### config.mk
export PLATFORM = sky130hd
export DESIGN_NAME = receiver_spi
export DESIGN_NICKNAME = d
export VERILOG_FILES = /design/src/rtl/spi_pkg.sv /design/src/rtl/spi_sync.sv /design/src/rtl/receiver_spi.sv
export SDC_FILE = /design/constraint.sdc
export NUM_CORES = 1
export LEC_CHECK = 0
export BUFFER_PORTS_ARGS = -buffer_cell sky130_fd_sc_hd__buf_2
export CAP_MARGIN = 25
export CORE_MARGIN = 1.5
export CORE_UTILIZATION = 34
export DETAILED_ROUTE_END_ITERATION = 8
export GPL_TIMING_DRIVEN = 0
export PLACE_DENSITY = 0.59
export SETUP_SLACK_MARGIN = 0.02
export SLEW_MARGIN = 20
export SYNTH_ARGS = -nofsm -noshare
export SYNTH_HDL_FRONTEND = slang
export SYNTH_SLANG_ARGS = --single-unit
### constraint.sdc
create_clock -name clk -period 3 [get_ports clk]
set_input_delay 0.6 -clock clk [delete_from_list [all_inputs] [get_ports clk]]
set_output_delay 0.6 -clock clk [all_outputs]
set_load 0.005 [all_outputs]
### src/rtl/spi_pkg.sv
// Shared types and sizing for the SPI receiver: FSM state encoding, data width
// and receive FIFO depth.
package spi_pkg;
  localparam int DATA_W     = 8;
  localparam int FIFO_DEPTH = 4;
  localparam int CNT_W      = $clog2(DATA_W);
  localparam int PTR_W      = $clog2(FIFO_DEPTH);

  typedef enum logic {
    IDLE  = 1'b0,
    SHIFT = 1'b1
  } state_t;
endpackage

### src/rtl/spi_sync.sv
// N-flop synchronizer for one asynchronous input; the reset value is an input
// so each line can come out of reset at its own idle level.
module spi_sync #(
  parameter int N = 2
) (
  input  logic clk,
  input  logic rst,
  input  logic rst_val,
  input  logic d,
  output logic q
);
  logic [N-1:0] chain_reg;

  always_ff @(posedge clk) begin
    if (!rst) chain_reg <= {N{rst_val}};
    else      chain_reg <= {chain_reg[N-2:0], d};
  end

  assign q = chain_reg[N-1];
endmodule

### src/rtl/receiver_spi.sv
// SPI slave receiver, LSB first, oversampled on clk. Define RECEIVER_SPI_FIFO_EN
// to buffer completed bytes in a small FIFO instead of a single holding register.
module receiver_spi
  import spi_pkg::*;
#(
  parameter int SYNC_STAGES = 2
) (
  input  logic              clk,
  input  logic              rst,
  input  logic              CKP,
  input  logic              CPH,
  input  logic              SCK,
  input  logic              CS,
  input  logic              MOSI,
  input  logic [DATA_W-1:0] data_tx,
  input  logic              rx_ready,
  output logic              MISO,
  output logic [DATA_W-1:0] rx_data,
  output logic              rx_valid,
  output logic              overrun,
  output logic              frame_err,
  output logic              busy
);
  // Bit order in the pin vectors: 0 = SCK, 1 = CS, 2 = MOSI
  logic [2:0] pin_raw, pin_rst, pin_sync;
  assign pin_raw = {MOSI, CS, SCK};
  assign pin_rst = {1'b0, 1'b1, CKP};

  genvar gi;
  generate
    for (gi = 0; gi < 3; gi++) begin : g_sync
      spi_sync #(.N(SYNC_STAGES)) u_sync (
        .clk     (clk),
        .rst     (rst),
        .rst_val (pin_rst[gi]),
        .d       (pin_raw[gi]),
        .q       (pin_sync[gi])
      );
    end
  endgenerate

  logic sck_s, cs_s, mosi_s;
  assign sck_s  = pin_sync[0];
  assign cs_s   = pin_sync[1];
  assign mosi_s = pin_sync[2];

  logic                   sck_d_reg, cs_d_reg;
  logic [SYNC_STAGES-1:0] flush_reg;
  logic                   armed_reg;
  state_t                 state_reg, state_next;
  logic [CNT_W-1:0]       bit_cnt_reg, bit_cnt_next;
  logic [DATA_W-1:0]      rx_shift_reg, rx_shift_next;
  logic [DATA_W-1:0]      tx_shift_reg, tx_shift_next;
  logic                   frame_err_reg, frame_err_next;
  logic                   byte_done;
  logic [DATA_W-1:0]      rx_byte;

  logic sck_rise, sck_fall, sample_edge, cs_fall, cs_rise;
  assign sck_rise    = sck_s & ~sck_d_reg;
  assign sck_fall    = ~sck_s & sck_d_reg;
  assign sample_edge = CPH ? sck_fall : sck_rise;
  // A CS fall only counts once the synchronizer has shown CS high after reset,
  // so a frame already in progress at reset release is ignored.
  assign cs_fall     = cs_d_reg & ~cs_s & armed_reg;
  assign cs_rise     = cs_s & ~cs_d_reg;
  assign rx_byte     = {mosi_s, rx_shift_reg[DATA_W-1:1]};

  always_ff @(posedge clk) begin
    if (!rst) begin
      sck_d_reg     <= CKP;
      cs_d_reg      <= 1'b1;
      flush_reg     <= '0;
      armed_reg     <= 1'b0;
      state_reg     <= IDLE;
      bit_cnt_reg   <= '0;
      rx_shift_reg  <= '0;
      tx_shift_reg  <= '0;
      frame_err_reg <= 1'b0;
    end else begin
      sck_d_reg     <= sck_s;
      cs_d_reg      <= cs_s;
      flush_reg     <= {flush_reg[SYNC_STAGES-2:0], 1'b1};
      armed_reg     <= armed_reg | (flush_reg[SYNC_STAGES-1] & cs_s);
      state_reg     <= state_next;
      bit_cnt_reg   <= bit_cnt_next;
      rx_shift_reg  <= rx_shift_next;
      tx_shift_reg  <= tx_shift_next;
      frame_err_reg <= frame_err_next;
    end
  end

  always_comb begin
    state_next     = state_reg;
    bit_cnt_next   = bit_cnt_reg;
    rx_shift_next  = rx_shift_reg;
    tx_shift_next  = tx_shift_reg;
    frame_err_next = 1'b0;
    byte_done      = 1'b0;
    case (state_reg)
      IDLE: begin
        if (cs_fall) begin
          state_next    = SHIFT;
          tx_shift_next = data_tx;
          bit_cnt_next  = '0;
        end
      end
      SHIFT: begin
        if (cs_rise) begin
          state_next     = IDLE;
          frame_err_next = (bit_cnt_reg != '0);
        end else if (sample_edge) begin
          rx_shift_next = rx_byte;
          tx_shift_next = tx_shift_reg >> 1;
          bit_cnt_next  = bit_cnt_reg + CNT_W'(1);
          if (bit_cnt_reg == CNT_W'(DATA_W - 1)) begin
            byte_done     = 1'b1;
            tx_shift_next = data_tx;
          end
        end
      end
      default: state_next = IDLE;
    endcase
  end

  assign MISO      = (state_reg == SHIFT) & tx_shift_reg[0];
  assign busy      = (state_reg == SHIFT);
  assign frame_err = frame_err_reg;

  logic pop;
  assign pop = rx_valid & rx_ready;

`ifdef RECEIVER_SPI_FIFO_EN
  logic [DATA_W-1:0] fifo_mem [FIFO_DEPTH];
  logic [PTR_W-1:0]  wr_ptr_reg, rd_ptr_reg;
  logic [PTR_W:0]    count_reg;
  logic              full, push;

  assign full = (count_reg == (PTR_W + 1)'(FIFO_DEPTH));
  // A pop in the same cycle frees the slot, so a full FIFO can still accept.
  assign push = byte_done & (~full | pop);

  generate
    for (gi = 0; gi < FIFO_DEPTH; gi++) begin : g_fifo
      always_ff @(posedge clk) begin
        if (!rst)                                   fifo_mem[gi] <= '0;
        else if (push && wr_ptr_reg == PTR_W'(gi))  fifo_mem[gi] <= rx_byte;
      end
    end
  endgenerate

  logic overrun_reg;
  always_ff @(posedge clk) begin
    if (!rst) begin
      wr_ptr_reg  <= '0;
      rd_ptr_reg  <= '0;
      count_reg   <= '0;
      overrun_reg <= 1'b0;
    end else begin
      if (push) wr_ptr_reg <= wr_ptr_reg + PTR_W'(1);
      if (pop)  rd_ptr_reg <= rd_ptr_reg + PTR_W'(1);
      case ({push, pop})
        2'b10:   count_reg <= count_reg + (PTR_W + 1)'(1);
        2'b01:   count_reg <= count_reg - (PTR_W + 1)'(1);
        default: count_reg <= count_reg;
      endcase
      if (byte_done && !push) overrun_reg <= 1'b1;
    end
  end

  assign rx_valid = (count_reg != '0);
  assign rx_data  = fifo_mem[rd_ptr_reg];
  assign overrun  = overrun_reg;
`else
  logic [DATA_W-1:0] rx_data_reg;
  logic              rx_valid_reg, overrun_reg;

  always_ff @(posedge clk) begin
    if (!rst) begin
      rx_data_reg  <= '0;
      rx_valid_reg <= 1'b0;
      overrun_reg  <= 1'b0;
    end else if (byte_done) begin
      if (!rx_valid_reg || pop) begin
        rx_data_reg  <= rx_byte;
        rx_valid_reg <= 1'b1;
      end else begin
        overrun_reg  <= 1'b1;
      end
    end else if (pop) begin
      rx_valid_reg <= 1'b0;
    end
  end

  assign rx_valid = rx_valid_reg;
  assign rx_data  = rx_data_reg;
  assign overrun  = overrun_reg;
`endif
endmodule

==> impl_metrics.toml, run 1 <==
[outcome]
status = "finished clean"

[yosys]
netlist_area_um2 = 1620
ys_seq_area_share_pct = 50.8
synth-seq-cells = 41
synth_fp_nets = 186
syn_area_per_cell_um2 = 9.67
synth_top_area_share_pct = 50.8
ys_warn_count = 0
synthTopCellsByArea = "dfxtp_1 51%, mux2i_1 12%, nand2_1 7.9%"
synth_cells = 167
ys_types = 27
synth.largest_area_cell = "dfxtp_1"

[clock_network]
cts_buffers = 5
cts_tree = "yes"
hold_buffers = 0
cts_sinks = 41
post-cts-setup-buffers = 0
htree_num_levels = 2
path_clk_slew_ps = 80
cts_root_buf = "clkbuf_8"
clockBufferDepth = 2
clkLatencyLatePin_ps = 280
cts_resized = 0

[placed_design]
finalWeightedCongestion = 0.730
dp.cells = 247
dp_slack_ps = 1050
dp_hpwl_um = 2090
placed_area_um2 = 1820
numPortBuffers = 28

[setup_path]
critPathLaunchType = "flop"
max_stage_delay_ps = 480
crit_chain = "buf_4 -> a21oi_1 -> o21ai_1 -> nand2_1 -> mux2i_1"
crit_family = "compound AO/OA/AOI/OAI gates"
cp_slowest_cell = "o21ai_1"
criticalPathCategory = "flop to flop"
crit_required_ps = 3160
worst_setup_path_end_kind = "flop"
critPathMaxFanout = 10
path_buf_inv = 1
cp.arrival_ps = 1820

[global_routing]
grt_use_total_pct = 12.2
grt_pass1_wl_um = 4930
antenna_found_initial = 0
globalRouteOverflowTotal = 0
grt_max_degree = 13
grt_pass1_vias = 1080

[sta]
finClkSkew_ps = 4.66
rsz0062_at_grt = "false"
finalCritPeriodShare_pct = 55.2
setup_ws_ps = 1340
finalHoldViolCount = 0
period_needed_ps = 1660
setup_viol = 0
fmax_mhz = 603
setup_tns_ps = 0
slew_violations = 0
slew_headroom_pct = 60.0
worst_pin_slew_ps = 596

[detailed_routing]
dr.pass1.iters = 4
wl_per_cell_um = 11.4
drt-total-wl_um = 2910
vias = 1232
drc = 0
first_iter_violations = 33
drtAntennaViolNets = 0
avgViaCountPerCell = 4.83

[pwr]
ir_drop_mv = 0.245
power_leakage_nw = 0.848
p_per_area_nw_per_um2 = 525

[cells_and_area]
stdcell_area_um2 = 1920
drive_above_1_share_pct = 21.7
instances_no_fill = 255
antenna_cells = 0
final_nets = 221
syn2layout_area_growth_pct = 19.0

[floorplanning]
io_pins = 29
core_area_um2 = 4470
fp.dieH_um = 71.9
rows = 24
dieArea_um2 = 5170
die_x_um = 71.9
initial_core_util_pct = 36.1

[flow_run]
max_cap_viol_count = 0

[worst_hold_path]
min-delay-path-class = "flop to flop"
==> layout by cell type, fill, tap and decap left out <==
cell	instances
nand3b_1	1
or3b_1	1
buf_4	1
a21oi_1	8
clkinv_1	1
o21ai_0	7
clkbuf_8	7
buf_6	4
nand2b_1	5
clkbuf_2	1
dfxtp_1	41
a21oi_2	1
mux2i_1	19
clkbuf_1	4
a22o_1	1
and2_1	5
buf_2	28
ha_1	3
clkinv_2	1
buf_1	1
o22ai_1	1
a311oi_1	7
nand3_1	12
o31ai_1	1
o21ai_1	1
nor2_1	1
nor2_8	1
a2111oi_0	1
inv_1	4
nand2_1	34
==> power by group <==
part / switching [mW] / internal [mW] / total (mW)
Clock: 0.181 / 0.208 / 0.389
Sequential: 0.00570 / 0.557 / 0.563
Combinational: 0.0308 / 0.0250 / 0.0558
==> cell usage after synthesis (all sizes together) <==
master,number
and2,5
a21oi,9
mux2i,19
a2111oi,1
o31ai,1
a22o,1
nand2,34
inv,4
nand2b,5
ha,3
a311oi,7
nand3b,1
clkinv,1
dfxtp,41
nand3,12
o21ai,8
nor2,2
buf,6
or3b,1
clkbuf,5
o22ai,1
==> per-stage QoR <==
| step | hold WS (ps) | power, mW | utilization (%) |
|---|---|---|---|
| final | 411 | 1.01 | 43.0 |
| after global routing | 418 | 1.05 | 43.0 |
| after CTS | 412 | 1.02 | 43.0 |
| after detailed placement | 394 | 0.633 | 40.7 |
| after global placement | 394 | 0.632 | 40.7 |
| after floorplan | 386 | 0.612 | - |
==> per-layer routing <==
layer	global-route usage [%]	up-vias	routed length [um]
li1	-	643	-
met1	16.6	563	1560
met2	18.1	24	1210
met3	3.47	2	110
met4	5.03	0	25
met5	0	-	0
==> worst register-to-register path, delay by kind of cell (launching register included) <==
kind	cells	cell delay (ps)
AND/OR/NAND/NOR	1	330
buffers and inverters	1	160
multiplexers	1	190
flip-flops	1	330
AO/OA/AOI/OAI	2	530
==> area by class of cell <==
cell class,count,area [um^2]
fillers,448,2550
flip-flops and latches,41,821
multi-input cells,110,699
repair buffers,28,140
clock buffers,7,96.3
plain buffers,11,76.3
well taps,52,65.1
inverters,5,18.8
clock inverters,1,5.00
==> logic make-up after synthesis <==
kind of cell | after synthesis | share of synthesized area [%]
muxes | 19 | 11.8
and+or+nand+nor | 60 | 18.0
adders and majority gates | 3 | 2.32
AOI/OAI and AO/OA | 28 | 11.2
DFF | 41 | 50.8
buffers and inverters | 16 | 5.89
==> worst paths after layout <==
kind                                  from                       endpoint  slack [ps]  cells past startpoint
max                                   busy                 bit_cnt_reg[1]        1340                      5
min          g_sync[1].u_sync.chain_reg[0]  g_sync[1].u_sync.chain_reg[1]         410                      1
max reg2reg                           busy                 bit_cnt_reg[1]        1340                      5
min reg2reg  g_sync[1].u_sync.chain_reg[0]  g_sync[1].u_sync.chain_reg[1]         410                      1
(Power assumes the default switching activity.)
==> run 2: changes to the inputs <==
--- a/config.mk
+++ b/config.mk
@@ -5,13 +5,14 @@
 export SDC_FILE = /design/constraint.sdc
 export NUM_CORES = 1
 export LEC_CHECK = 0
+export ABC_AREA = 1
 export BUFFER_PORTS_ARGS = -buffer_cell sky130_fd_sc_hd__buf_2
 export CAP_MARGIN = 25
 export CORE_MARGIN = 1.5
 export CORE_UTILIZATION = 34
 export DETAILED_ROUTE_END_ITERATION = 8
 export GPL_TIMING_DRIVEN = 0
-export PLACE_DENSITY = 0.59
+export PLACE_DENSITY = 0.61
 export SETUP_SLACK_MARGIN = 0.02
 export SLEW_MARGIN = 20
 export SYNTH_ARGS = -nofsm -noshare
==> constraint.sdc (replaced) <==
create_clock -name clk -period 1.34 [get_ports clk]
set_input_delay 0.268 -clock clk [delete_from_list [all_inputs] [get_ports clk]]
set_output_delay 0.268 -clock clk [all_outputs]
set_load 0.005 [all_outputs]
==> impl_metrics.toml, run 2 <==
[outcome]
status = "finished clean"

[clock_network]
cts_buffers = 5
clockBufferDepth = 2
htree_num_levels = 2
clkLatencyLatePin_ps = 300
path_clk_slew_ps = 70
cts_sinks = 41
cts_root_buf = "clkbuf_8"
cts_tree = "yes"

[placed_design]
numPortBuffers = 28
dp_hpwl_um = 2200
dp_slack_ps = -76.1
finalWeightedCongestion = 0.759

[cells_and_area]
final_nets = 283
syn2layout_area_growth_pct = 30.2
final_util_pct = 45.6
antenna_cells = 0
final_common_cell = "nor2_1"
drive_above_1_share_pct = 28.0
final_cell_mix = "50 x nor2_1, 40 x nand2_1, 37 x dfxtp_1"

[floorplanning]
dieArea_um2 = 5220
rows = 25
io_pins = 29
die_x_um = 72.2
fp.dieH_um = 72.2
core_area_um2 = 4660
initial_core_util_pct = 35.0

[setup_path]
criticalPathCategory = "flop to output pin"
worst_setup_path_end_kind = "output pin"
critPathLaunchType = "flop"
rr_endpoint = "tx_shift_reg[3]"
crit_family = "flip-flops"
cp_slowest_cell = "dfxtp_4"
startpoint = "busy"
critPathMaxFanout = 6
r2r_slack_ps = 70
r2r_start = "bit_cnt_reg[0]"
crit_path_end = "MISO"
max_stage_delay_ps = 370
cp.arrival_ps = 1000
crit_required_ps = 1070
rr_worst_depth = 8
worst-path-stages = 4
path_buf_inv = 3
crit_chain = "buf_8 -> nand2_2 -> inv_2 -> buf_2"

[yosys]
yosysMostFrequentCell = "nor2_1"
ys_warn_count = 0
ys_async_sr_fraction_pct = 0
synth-edff-count = 0
netlist_area_um2 = 1630
synthTopCellsByArea = "dfxtp_1 50%, nor2_1 12%, nand2_1 11%"
synth_cells = 221
synth_top_flop_cell = "dfxtp_1"
ys_types = 22
synth_top_area_share_pct = 50.3
ys_seq_area_share_pct = 50.3
netlist_top_cells_count = "50 x nor2_1, 46 x nand2_1, 41 x dfxtp_1, 26 x inv_1, 17 x o21ai_0"
syn_area_per_cell_um2 = 7.38
synth_fp_nets = 240
synth.largest_area_cell = "dfxtp_1"
synth-seq-cells = 41

[global_routing]
grt_use_total_pct = 14.3
grt_pass1_vias = 1337
globalRouteOverflowTotal = 0
grt_pass1_wl_um = 5780
antenna_found_initial = 0
grt_max_degree = 13

[detailed_routing]
wl_per_cell_um = 10.8
drtAntennaViolNets = 0
first_iter_violations = 80
drt-total-wl_um = 3420
vias = 1442
avgViaCountPerCell = 4.53
dr.pass1.iters = 4
drc = 0

[sta]
finClkSkew_ps = 9.85
slew_violations = 0
slew_headroom_pct = 67.9
rsz0062_at_grt = "true"
fmax_mhz = 788
worst_pin_slew_ps = 482
finalCritPeriodShare_pct = 94.7
setup_viol = 0
period_needed_ps = 1270
finalHoldViolCount = 0
setup_tns_ps = 0
setup_ws_ps = 70.7

[pwr]
power_mw = 2.39
p_per_area_nw_per_um2 = 1130
power_leakage_nw = 1.05
ir_drop_mv = 0.671

[worst_hold_path]
min-delay-path-class = "input port to flop"
min_from = "rst"

[flow_run]
max_cap_viol_count = 0
==> run 2: cell types whose count changed in the layout (fill, tap and decap cells not counted), moves of 5 or more <==
| cell | previous run | this run |
|---|---|---|
| nand2_1 | 34 | 40 |
| nor2_1 | 1 | 50 |
| mux2i_1 | 19 | 0 |
| a311oi_1 | 7 | 0 |
| nand2b_1 | 5 | 0 |
| buf_4 | 1 | 6 |
| nand2_2 | 0 | 5 |
| and2_1 | 5 | 0 |
| inv_1 | 4 | 24 |
| o21ai_1 | 1 | 6 |
==> run 2: area by class of cell <==
| class | count | area (um^2) |
|---|---|---|
| fillers | 470 | 2540 |
| flip-flops and latches | 41 | 833 |
| multi-input cells | 145 | 747 |
| repair buffers | 35 | 196 |
| inverters | 29 | 121 |
| clock buffers | 5 | 68.8 |
| well taps | 54 | 67.6 |
| plain buffers | 7 | 53.8 |
| clock inverters | 2 | 35.0 |
==> run 2: routing by layer <==
layer	vias up	part of all wire [%]	global-route usage [%]	wire length (um)
li1	769	-	-	-
met1	629	50	17.9	1700
met2	37	44	22.7	1500
met3	7	4.4	4.03	150
met4	0	2.0	6.50	67
met5	-	0	0	0
==> run 2: worst min-delay path by stage <==
stage	slack, ps	endpoint	cells past startpoint
4_1_cts	80	flush_reg[0]	1
3_3_place_gp	380	flush_reg[0]	1
6_report	80	flush_reg[0]	1
2_1_floorplan	300	flush_reg[0]	0
3_5_place_dp	390	flush_reg[0]	1
5_1_grt	80	flush_reg[0]	1
==> run 2: timing repair <==
action / 4_1_cts / 5_1_grt
resized for setup: 10 / 32
endpoints found under the setup margin: 20 / 23
pin swaps: 1 / 7
gates cloned: 0 / 1
hold buffers: 0 / 0
buffers inserted: 2 / 5
==> run 2: stage by stage <==
stage               area, um^2  hold slack (ps)  cells
floorplan                 1640              296    221
global placement          1850              384    303
detailed placement        1850              391    303
CTS                       1990             76.0    312
global route              2120             77.8    318
finish                    2120             84.9    318
==> run 2: kinds of logic after synthesis <==
logic type	after synthesis	share of synthesized area [%]
compound gates	26	8.98
fa+ha+maj	3	2.30
buf+inv	36	9.13
flops	41	50.3
simple gates	115	29.2
==> run 2: worst reg2reg max path, stage by stage, from the launching register on <==
cell and delay, ps:
dfxtp_4 370, ha_4 160, ha_4 180, inv_8 90, nand2_8 70, nand2_1 60
nand2_1 40, o21ai_1 120, nor2_1 60
==> run 2: report_power, final <==
group,internal (mW),switching [mW]
sequential,1.25,0.0207
combinational,0.0638,0.0893
clock,0.542,0.428
==> run 3: changes to the inputs <==
--- a/config.mk
+++ b/config.mk
@@ -12,8 +12,10 @@
 export CORE_UTILIZATION = 34
 export DETAILED_ROUTE_END_ITERATION = 8
 export GPL_TIMING_DRIVEN = 0
+export HOLD_SLACK_MARGIN = 0.1
 export PLACE_DENSITY = 0.61
 export SETUP_SLACK_MARGIN = 0.02
+export SKIP_LAST_GASP = 1
 export SLEW_MARGIN = 20
 export SYNTH_ARGS = -nofsm -noshare
 export SYNTH_HDL_FRONTEND = slang
==> impl_metrics.toml, run 3 (same netlist as run 2, synthesis figures left out) <==
[clock_network]
path_clk_slew_ps = 70
cts_tree = "yes"
cts_sinks = 41
cts_root_buf = "clkbuf_8"
clockBufferDepth = 2
htree_num_levels = 2
clkLatencyLatePin_ps = 300
cts_buffers = 5

[setup_path]
critPathLaunchType = "flop"
criticalPathCategory = "flop to flop"
r2r_start = "bit_cnt_reg[0]"
cp.arrival_ps = 1470
startpoint = "bit_cnt_reg[0]"
crit_required_ps = 1530
rr_endpoint = "tx_shift_reg[1]"
worst_setup_path_end_kind = "flop"
critPathMaxFanout = 7
rr_worst_depth = 8
r2r_slack_ps = 60
crit_path_end = "tx_shift_reg[1]"

[floorplanning]
fp.dieH_um = 72.2
dieArea_um2 = 5220
core_area_um2 = 4660
rows = 25
die_x_um = 72.2
initial_core_util_pct = 35.0
io_pins = 29

[detailed_routing]
dr.pass1.iters = 4
avgViaCountPerCell = 4.56
drt-total-wl_um = 3400
drtAntennaViolNets = 0
vias = 1455
drc = 0
wl_per_cell_um = 10.7
first_iter_violations = 94

[global_routing]
antenna_found_initial = 0
globalRouteOverflowTotal = 0
grt_max_degree = 13
use_met1_pct = 18.0
grt_pass1_vias = 1336
met2_usage_pct = 22.7
use_met3_pct = 4.03
grt_pass1_wl_um = 5790
busiest_layer = "met2"
grt_use_total_pct = 14.3

[placed_design]
placed_area_um2 = 1850
numPortBuffers = 28
finalWeightedCongestion = 0.759
dp_hpwl_um = 2200

[worst_hold_path]
min-delay-path-class = "input port to flop"

[sta]
finalHoldViolCount = 0
setup_viol = 0
worst_pin_slew_ps = 494
slew_headroom_pct = 67.1
fmax_mhz = 782
finalCritPeriodShare_pct = 95.4
period_needed_ps = 1280
slew_violations = 0
finClkSkew_ps = 10.6
rsz0062_at_grt = "true"

[pwr]
power_leakage_nw = 1.05
power_mw = 2.39
pwr-share-comb_pct = 6.4
switching_share_pct = 22.3
clockPowerShare_pct = 40.5
p_per_area_nw_per_um2 = 1130
ir_drop_mv = 0.675
seqPwrFrac_pct = 53.2
power.switching_uw = 532
power.internal_mw = 1.85

[cells_and_area]
stdcell_area_um2 = 2110
antenna_cells = 0
syn2layout_area_growth_pct = 29.6
drive_above_1_share_pct = 26.8
final_cell_mix = "50 x nor2_1, 41 x nand2_1, 37 x dfxtp_1"
final_nets = 284
final_common_cell = "nor2_1"

[flow_run]
max_cap_viol_count = 0

[outcome]
status = "finished clean"
[run 3: changes by cell type in the layout (fill, tap and decap cells not counted), sizes merged]
cell,change
dlygate4sd3,+1
[run 3: final cells by class]
class                      count  area [um^2]
tap                           54         67.6
sequential                    41          833
clock buffer                   5         68.8
inverter                      29          121
buffer                         7         53.8
timing repair buffer          36          203
multi-input combinational    145          731
fill                         471         2550
clock inverter                 2         35.0
[run 3: power groups by stage]
stage / clock [mW] / sequential [mW] / combinational, mW
6_report: 0.965 / 1.27 / 0.152
5_1_grt: 1.03 / 1.27 / 0.177
4_1_cts: 0.991 / 1.27 / 0.137
3_5_place_dp: 0 / 1.30 / 0.133
3_3_place_gp: 0 / 1.30 / 0.132
2_1_floorplan: 0 / 1.29 / 0.0903
[run 3: worst min-delay path by stage]
stage	start	to	slack, ps	cells past startpoint
finish	CS	g_sync[1].u_sync.chain_reg[0]	150	2
global route	CS	g_sync[1].u_sync.chain_reg[0]	150	2
CTS	CS	g_sync[1].u_sync.chain_reg[0]	140	2
detailed placement	rst	flush_reg[0]	390	1
global placement	rst	flush_reg[0]	380	1
floorplan	rst	flush_reg[0]	300	0
[run 3: through the flow]
step / hold WS [ps] / setup TNS (ps) / instances / worst slack, ps / utilization, %
after floorplan: 296 / 0 / 221 / 33.0 / -
after global placement: 384 / -965 / 303 / -85.1 / 39.6
after detailed placement: 391 / -778 / 303 / -76.1 / 39.6
after CTS: 141 / 0 / 313 / 20.9 / 43.0
after global routing: 155 / -45.4 / 319 / -18.5 / 45.3
final: 151 / 0 / 319 / 61.9 / 45.3
[run 3: critical path, cell delays in order (launching register included)]
cell and delay, ps:
dfxtp_4 380, ha_4 130, ha_4 180, inv_8 60, buf_4 140, nand3_1 70
nand2_1 50, o21ai_1 130, nor2_1 50
[run 3: timing repair]
item / CTS / global route
setup buffers: 2 / 5
cloned: 0 / 1
hold buffers: 1 / 0
resized for setup: 10 / 27
hold endpoints to repair: 1 / 0
pin swaps: 1 / 7
setup endpoints to repair: 20 / 23
[run 3: metal layers]
layer | routed length [um] | up-vias
li1 | - | 772
met1 | 1640 | 637
met2 | 1510 | 39
met3 | 182 | 7
met4 | 68 | 0
met5 | 0 | -
